File: src/rtl/riscv_pkg.sv
// Shared types for the pipeline hazard controller: FSM states and the ranked hazard causes.
package riscv_pkg;

  typedef enum logic [1:0] {S_INIT, S_RUN, S_MDU, S_MEM} hazard_state_e;

  // Encoded value doubles as priority: a larger value masks every smaller one.
  typedef enum logic [2:0] {
    HZ_NONE      = 3'd0,
    HZ_LOAD_USE  = 3'd1,
    HZ_BRANCH    = 3'd2,
    HZ_MDU       = 3'd3,
    HZ_MEM       = 3'd4
  } hazard_e;

  function automatic hazard_e hazard_pick(input logic mem_wait, input logic mdu,
                                          input logic branch, input logic load_use);
    if (mem_wait)      return HZ_MEM;
    else if (mdu)      return HZ_MDU;
    else if (branch)   return HZ_BRANCH;
    else if (load_use) return HZ_LOAD_USE;
    else               return HZ_NONE;
  endfunction

endpackage

File: src/rtl/riscv_sat_counter.sv
// Saturating up-counter for performance events; clr beats inc, holds at all-ones.
// Single-cycle update, no backpressure.
module riscv_sat_counter #(
  parameter int WIDTH = 32
) (
  input  logic             clk,
  input  logic             rst_n,
  input  logic             inc,
  input  logic             clr,
  output logic [WIDTH-1:0] cnt
);

  logic [WIDTH-1:0] cnt_q;

  always_ff @(posedge clk or negedge rst_n) begin
    if (!rst_n)                      cnt_q <= '0;
    else if (clr)                    cnt_q <= '0;
    else if (inc && (cnt_q != '1))   cnt_q <= cnt_q + WIDTH'(1);
  end

  assign cnt = cnt_q;

endmodule

File: src/rtl/riscv_hazard_ctrl.sv
// Stall/flush generator for the 5-stage pipeline: controls are same-cycle combinational
// from state and inputs; bus_err, state and counters are registered.
module riscv_hazard_ctrl
  import riscv_pkg::*;
#(
  parameter int RF_ADDR_WIDTH = 5,
  parameter int MEM_TIMEOUT   = 255,
  parameter int CNT_WIDTH     = 32
) (
  input  logic                     clk,
  input  logic                     rst_n,
  input  logic [RF_ADDR_WIDTH-1:0] rs1_if2id_ff,
  input  logic [RF_ADDR_WIDTH-1:0] rs2_if2id_ff,
  input  logic                     use_rs1_id,
  input  logic                     use_rs2_id,
  input  logic [RF_ADDR_WIDTH-1:0] rd_id2ex_ff,
  input  logic                     mem_read_id2ex_ff,
  input  logic                     mdu_start_ex,
  input  logic                     mdu_done,
  input  logic                     branch_taken_ex,
  input  logic                     dmem_req_mem,
  input  logic                     dmem_ack,
  output logic                     stall_if,
  output logic                     stall_id,
  output logic                     stall_ex,
  output logic                     stall_mem,
  output logic                     flush_id,
  output logic                     flush_ex,
  output logic                     flush_mem,
  output logic                     flush_wb,
  output logic                     mdu_go,
  output logic                     bus_err,
  output logic [CNT_WIDTH-1:0]     stall_cnt,
  input  logic                     clr_cnt
);

  localparam int WCW = $clog2(MEM_TIMEOUT + 1);

  hazard_state_e  state_q, state_d;
  logic [WCW-1:0] wcnt_q, wcnt_d;
  logic           pend_q, pend_d;
  logic           bus_err_q, bus_err_d;

  logic    mem_wait, load_use, timeout;
  hazard_e cause;

  assign mem_wait = dmem_req_mem & ~dmem_ack;
  assign load_use = mem_read_id2ex_ff & (rd_id2ex_ff != '0) &
                    ((use_rs1_id & (rs1_if2id_ff == rd_id2ex_ff)) |
                     (use_rs2_id & (rs2_if2id_ff == rd_id2ex_ff)));
  assign timeout  = (state_q == S_MEM) & ~dmem_ack & (wcnt_q == WCW'(MEM_TIMEOUT));
  assign cause    = hazard_pick(mem_wait, mdu_start_ex, branch_taken_ex, load_use);

  always_comb begin
    stall_if  = 1'b0;
    stall_id  = 1'b0;
    stall_ex  = 1'b0;
    stall_mem = 1'b0;
    flush_id  = 1'b0;
    flush_ex  = 1'b0;
    flush_mem = 1'b0;
    flush_wb  = 1'b0;
    mdu_go    = 1'b0;
    state_d   = state_q;
    wcnt_d    = wcnt_q;
    pend_d    = pend_q;
    bus_err_d = 1'b0;
    case (state_q)
      S_INIT: state_d = S_RUN;
      S_RUN: begin
        case (cause)
          HZ_MEM: begin
            {stall_if, stall_id, stall_ex, stall_mem, flush_wb} = '1;
            state_d = S_MEM;
            wcnt_d  = WCW'(1);
            pend_d  = mdu_start_ex;
          end
          HZ_MDU: begin
            {stall_if, stall_id, stall_ex, flush_mem, mdu_go} = '1;
            state_d = S_MDU;
          end
          HZ_BRANCH:   {flush_id, flush_ex} = '1;
          HZ_LOAD_USE: {stall_if, stall_id, flush_ex} = '1;
          default: ;
        endcase
      end
      S_MEM: begin
        if (timeout) begin
          // Give up on the access: drop the stalls and let WB take a bubble.
          flush_wb  = 1'b1;
          bus_err_d = 1'b1;
          state_d   = S_RUN;
          wcnt_d    = '0;
          pend_d    = 1'b0;
        end else begin
          {stall_if, stall_id, stall_ex, stall_mem} = '1;
          flush_wb = ~dmem_ack;
          wcnt_d   = wcnt_q + WCW'(1);
          if (dmem_ack) begin
            mdu_go  = pend_q;
            state_d = pend_q ? S_MDU : S_RUN;
            wcnt_d  = '0;
            pend_d  = 1'b0;
          end
        end
      end
      S_MDU: begin
        if (mem_wait) {stall_if, stall_id, stall_ex, stall_mem, flush_wb} = '1;
        else          {stall_if, stall_id, stall_ex, flush_mem} = '1;
        if (mdu_done) state_d = S_RUN;
      end
      default: state_d = S_INIT;
    endcase
  end

  always_ff @(posedge clk or negedge rst_n) begin
    if (!rst_n) begin
      state_q   <= S_INIT;
      wcnt_q    <= '0;
      pend_q    <= 1'b0;
      bus_err_q <= 1'b0;
    end else begin
      state_q   <= state_d;
      wcnt_q    <= wcnt_d;
      pend_q    <= pend_d;
      bus_err_q <= bus_err_d;
    end
  end

  assign bus_err = bus_err_q;

  riscv_sat_counter #(.WIDTH(CNT_WIDTH)) u_stall_cnt (
    .clk   (clk),
    .rst_n (rst_n),
    .inc   (stall_if),
    .clr   (clr_cnt),
    .cnt   (stall_cnt)
  );

endmodule

File: config.mk
export PLATFORM = sky130hd
export DESIGN_NAME = riscv_hazard_ctrl
export DESIGN_NICKNAME = d
export VERILOG_FILES = /design/src/rtl/riscv_pkg.sv /design/src/rtl/riscv_sat_counter.sv /design/src/rtl/riscv_hazard_ctrl.sv
export SDC_FILE = /design/constraint.sdc
export NUM_CORES = 1
export LEC_CHECK = 0
export ABC_AREA = 1
export BUFFER_PORTS_ARGS = -buffer_cell sky130_fd_sc_hd__buf_2
export CAP_MARGIN = 20
export CORE_MARGIN = 2
export CORE_UTILIZATION = 45
export CTS_BUF_LIST = sky130_fd_sc_hd__clkbuf_8
export CTS_CLUSTER_SIZE = 10
export DETAILED_ROUTE_END_ITERATION = 8
export GPL_TIMING_DRIVEN = 0
export PLACE_DENSITY = 0.77
export SETUP_SLACK_MARGIN = 0.4
export SYNTH_ARGS = -nofsm -noshare
export SYNTH_HDL_FRONTEND = slang
export SYNTH_HIERARCHICAL = 1
export SYNTH_SLANG_ARGS = --single-unit
File: constraint.sdc
create_clock -name clk -period 5.7 [get_ports clk]
set_input_delay 0.855 -clock clk [delete_from_list [all_inputs] [get_ports clk]]
set_output_delay 0.855 -clock clk [all_outputs]
set_load 0.005 [all_outputs]
==> results of run 1 <==
-- metrics by stage --
stage               instances  power [mW]  hold slack (ns)  area (um2)   util
global route              688        1.14            0.353        3920  0.543
global placement          679       0.811            0.501        3780  0.525
finish                    688        1.07            0.360        3920  0.543
detailed placement        679       0.825            0.512        3780  0.525
CTS                       687        1.07            0.534        3900  0.540
floorplan                 513       0.685            0.479        3330      -
-- cells by family after synthesis --
family	Yosys count
DFF	44
buffers and inverters	74
and+or+nand+nor	336
xor gates and xnor gates	11
AOI/OAI and AO/OA	42
adders and majority gates	6
-- cell usage in the layout (no fill, tap or decap), types with 2 or more instances in the layout --
| master | count |
|---|---|
| a21oi_1 | 18 |
| buf_2 | 68 |
| buf_6 | 3 |
| clkbuf_1 | 2 |
| clkbuf_8 | 5 |
| dfrtp_1 | 44 |
| ha_1 | 6 |
| inv_1 | 58 |
| inv_2 | 6 |
| nand2_1 | 183 |
| nand2_2 | 10 |
| nand2_4 | 4 |
| nand3_1 | 42 |
| nand4_1 | 10 |
| nor2_1 | 67 |
| nor2_2 | 7 |
| nor2_4 | 2 |
| o21ai_0 | 10 |
| o21ai_1 | 10 |
| xnor2_1 | 5 |
| xor2_1 | 6 |
-- report_power, final --
group	leakage, nW	switching (mW)	internal, mW	total (mW)
clock	0.0541	0.118	0.130	0.248
sequential	0.603	0.0255	0.337	0.363
combinational	1.45	0.290	0.169	0.459
total	2.10	0.433	0.637	1.07
-- registers in the layout (all words and copies together) (netlist names) --
register / flops
u_stall_cnt/cnt: 32
wcnt_q: 8
state_q: 2
bus_err: 1
pend_q: 1
-- metal layers --
| metal | wire (um) | share of wire | up-vias |
|---|---|---|---|
| li1 | - | - | 1750 |
| met5 | 0 | 0 | - |
| met4 | 133 | 0.016 | 0 |
| met1 | 3930 | 0.47 | 1606 |
| met3 | 341 | 0.040 | 11 |
| met2 | 4020 | 0.48 | 93 |
-- critical path, cell delays in order --
cell	delay (ns)
buf_2	0.10
inv_1	0.06
nand2_1	0.06
nand2_1	0.05
nor2_1	0.10
nand3_1	0.07
nand2_1	0.08
nand2_1	0.06
nand2_1	0.11
nand2_1	0.06
a21oi_1	0.56
buf_4	0.21
buf_2	0.10
-- final timing paths --
path / to / slack, ns
worst min register to register: pend_q / 0.53
max in group asynchronous: u_stall_cnt/cnt[27] / 4.89
worst max-delay path: stall_if / 2.37
worst max register to register: u_stall_cnt/cnt[25] / 2.79
min in group clk: pend_q / 0.53
worst min-delay path: wcnt_q[7] / 0.36
-- layout make-up --
class / instances / area (um2)
well taps: 99 / 124
clock inverters: 3 / 42.5
multi-input cells: 395 / 1900
fillers: 720 / 3300
repair buffers: 68 / 355
plain buffers: 9 / 72.6
flip-flops and latches: 44 / 1100
clock buffers: 5 / 68.8
inverters: 65 / 249
==> reports/qor.txt, run 1 <==
Status: finished, final reports clean
Most Crowded Layer GR: met2
CTS root buf: clkbuf_8
Met1 Usage GRT: 0.279
Pleak: 2.10 nW
Met3 usage: 0.0285
Fin. Hold Viols: 0
Synthesized area per cell: 6.48 um2
Vias in the first global route: 3175
Largest family of logic cells by synthesized area: simple AND/OR/NAND/NOR gates
CTS max path bufs: 2
Overflow after GRT: 0
Die area: 8090 um2
Vias: 3460
Area Growth Syn to Fin: 17.8%
R2r startpoint: state_q[0]
CTS H-tree depth: 2
Sink Count: 44
Fin worst setup slack: 2.37 ns
Yosys warning count: 6
Synth Area in XOR/XNOR: 0.0290
Pwr dens: 273 nW/um2
Simple logic cell fraction of the synthesized area: 0.453
Most common library cells after synthesis: nand2_1 (183), nor2_1 (67), inv_1 (58), dfrtp_1 (44), nand3_1 (42)
Clk_skew: 0.0120 ns
Crit path DAT: 2.48 ns
Io pins: 68
Hpwl dp: 6580 um
Slew at the pin with the worst max-slew slack: 0.681 ns
Nets: 620
Die width: 90.0 um
Post-Syn Area: 3330 um2
Clock latency on the worst-skew pair: 0.31 ns
Post-DR vias/cell: 5.03
Area share of the leading cell type in the synthesized netlist: 0.331
Clock Pin Slew Worst Setup and Hold Paths: 0.09 ns
Most frequent cell after synthesis: nand2_1
Placer Congestion: 0.905
Starting density of the core: 0.461
Max Cap Viol: 0
FP Rows: 31
Synth Area in Compound Gates: 0.0673
Crit start category: primary input
Syn Nets: 545
Diodes inserted: 0
Post-place setup slack: 2.38 ns
Fmax: 0.300 GHz
Seq/Total Area, Yosys: 0.331
Worst Path Required: 4.85 ns
Distinct cells, synth: 39
Core Box Area: 7210 um2
Initial DRC Count: 219
Post-Syn Instances: 513
Crit path time final: 3.33 ns
Tcrit/Tclk final: 0.585
Mux cell area share after synthesis: 0
CTS tree: yes
Port buffer count: 67
Die H: 90.0 um
CTS Hold Bufs: 0
Max-slew violation count: 0
Worst-path maximum fanout: 4
CP Launch Point: rd_id2ex_ff[3]
Yosys reg bits: 44
Post-synth top area cell: dfrtp_1
# resized after CTS: 0
Most area-consuming cells after synthesis: dfrtp_1 (33%), nand2_1 (21%), nor2_1 (7.6%)
Post-CTS setup buffers: 0
Peak supply drop: 0.115 mV
Residual DRC: 0
Hold WC Path Type: in2async
RSZ-0062 raised after global routing: no
ANT nets after route: 0
Share of cells above drive strength 1: 0.204
Synth Area in Adders: 0.0226
Final setup viols: 0
Post-synth EDFFs: 0
FFs w/ async S/R, synth: 1.00
Largest net degree at the start of global routing: 45
Final WL: 8430 um
Global-route usage over all layers: 0.211
Slew HR: 0.546
TritonCTS Buffers: 5
Detailed Routing Iterations Pass 1: 5
First-pass GRT wire length: 14300 um
Crit. End Element: output pin
Reg2reg path depth: 12
Met2 Track Usage GR: 0.360
Initial antenna violation count: 0
Total Neg Setup Slack: 0 ns
Synth Flop Type: dfrtp_1
CP Class: in2out
Avg WL per Cell: 12.3 um
(Power assumes the default switching activity.)
==> inputs of run 2 (changes only) <==
Settings changed: PLACE_DENSITY 0.77 to 0.79.
Clock period 5.7 ns to 2.95 ns, I/O delays scaled along.
==> reports/qor.txt, run 2 (synthesis results as in run 1) <==
Status: finished, final reports clean
CP Class: reg2out
Peak supply drop: 0.225 mV
Total Neg Setup Slack: 0 ns
Crit-path slowest cell: dfrtp_1
Most frequent cells in the layout: nand2_1 (181), buf_2 (68), nor2_1 (67), inv_1 (59), dfrtp_1 (43)
Fmax: 0.403 GHz
Die H: 90.0 um
Crit path largest cell delay: 0.44 ns
Hold WC Path Type: in2reg
Post-DR vias/cell: 5.06
Final setup viols: 0
Most common cell after layout, fill and taps aside: nand2_1
CTS H-tree depth: 2
Vias: 3510
Core Box Area: 7210 um2
Slew HR: 0.644
Global-route usage over all layers: 0.213
Worst Path Required: 2.51 ns
ANT nets after route: 0
Post-place setup slack: 0.113 ns
Clock Pin Slew Worst Setup and Hold Paths: 0.08 ns
TritonCTS Buffers: 5
Area Growth Syn to Fin: 20.1%
CTS root buf: clkbuf_8
FP Rows: 31
Largest net degree at the start of global routing: 45
Worst-path maximum fanout: 4
Max reg flops: 32
Overflow after GRT: 0
Final WL: 8520 um
Starting density of the core: 0.461
Diodes inserted: 0
Die width: 90.0 um
CTS tree: yes
Avg WL per Cell: 12.3 um
Initial DRC Count: 181
Clk_skew: 0.00763 ns
Pleak: 2.14 nW
Share of cells above drive strength 1: 0.221
Pwr dens: 521 nW/um2
Placer Congestion: 0.928
RSZ-0062 raised after global routing: no
Crit. End Element: output pin
Slew at the pin with the worst max-slew slack: 0.534 ns
Buffers & Inverters on Critical Path: 2
Fin. Hold Viols: 0
Max Cap Viol: 0
Max-slew violation count: 0
Nets: 625
Hpwl dp: 6490 um
Die area: 8090 um2
Tcrit/Tclk final: 0.842
Vias in the first global route: 3246
Crit path DAT: 2.04 ns
Sink Count: 44
Crit path time final: 2.48 ns
Port buffer count: 67
Io pins: 68
Detailed Routing Iterations Pass 1: 5
Fin worst setup slack: 0.467 ns
Clock latency on the worst-skew pair: 0.30 ns
Crit start category: flip-flop
Residual DRC: 0
CP top delay family: simple AND/OR/NAND/NOR gates
CTS max path bufs: 2
First-pass GRT wire length: 14300 um
CP cell instances: ha_4 -> nand2_4 -> nor3_4 -> nand4_2 -> nand2_2 -> and3_4 -> a21oi_4 -> buf_4 -> buf_2
Initial antenna violation count: 0
## run 2: changes by cell type in the layout (fill, tap and decap cells not counted), sizes merged
cell,previous run,this run
dlygate4sd3,0,1
bufinv,1,0
clkinv,2,1
inv,64,65
clkbuf,7,8
buf,75,79
## run 2: worst paths after layout
check	endpoint	slack [ns]	from	depth (start not counted)
worst max-delay path	stall_if	0.47	wcnt_q[1]	9
min in group asynchronous	wcnt_q[7]	0.51	rst_n	2
worst min-delay path	u_stall_cnt/cnt[11]	0.46	clr_cnt	4
max in group asynchronous	u_stall_cnt/cnt[23]	1.99	rst_n	3
worst max register to register	u_stall_cnt/cnt[25]	0.63	state_q[0]	12
worst min register to register	pend_q	0.53	pend_q	2
## run 2: timing repair
action | in CTS | in global routing
setup endpoints to repair | 13 | 5
endpoints found under the hold margin | 0 | 5
resized for setup | 5 | 7
buffers inserted | 0 | 4
hold buffers | 0 | 1
pin swaps | 0 | 4
## run 2: tightest hold or removal path: stages
cell and delay [ns]:
buf_2 0.13, nor2_1 0.06, nand2_1 0.04, o21ai_1 0.05
## run 2: final cells by class
class | count | area, um2
fillers | 735 | 3220
multi-input cells | 395 | 1960
flip-flops and latches | 44 | 1100
repair buffers | 73 | 395
inverters | 65 | 249
well taps | 99 | 124
clock buffers | 6 | 82.6
plain buffers | 9 | 72.6
clock inverters | 2 | 11.3
## run 2: through the flow
step | util | hold WS (ns) | area, um2 | power (mW) | instances
2_1_floorplan | - | 0.147 | 3330 | 1.32 | 513
3_3_place_gp | 0.525 | 0.502 | 3780 | 1.57 | 679
3_5_place_dp | 0.525 | 0.512 | 3780 | 1.59 | 679
4_1_cts | 0.541 | 0.332 | 3910 | 2.03 | 687
5_1_grt | 0.554 | 0.484 | 4000 | 2.22 | 693
6_report | 0.554 | 0.464 | 4000 | 2.08 | 693
## run 2: layer usage
metal | routed length, um | part of all wire | GRT usage | vias up
li1 | - | - | - | 1761
met1 | 3790 | 0.45 | 0.268 | 1650
met2 | 4220 | 0.50 | 0.375 | 92
met3 | 378 | 0.044 | 0.0327 | 7
met4 | 125 | 0.015 | 0.0679 | 0
met5 | 0 | 0 | 0 | -
## run 2: where the power goes
| group | internal [mW] | switching (mW) |
|---|---|---|
| Combinational | 0.379 | 0.586 |
| Clock | 0.187 | 0.214 |
| Sequential | 0.653 | 0.0605 |
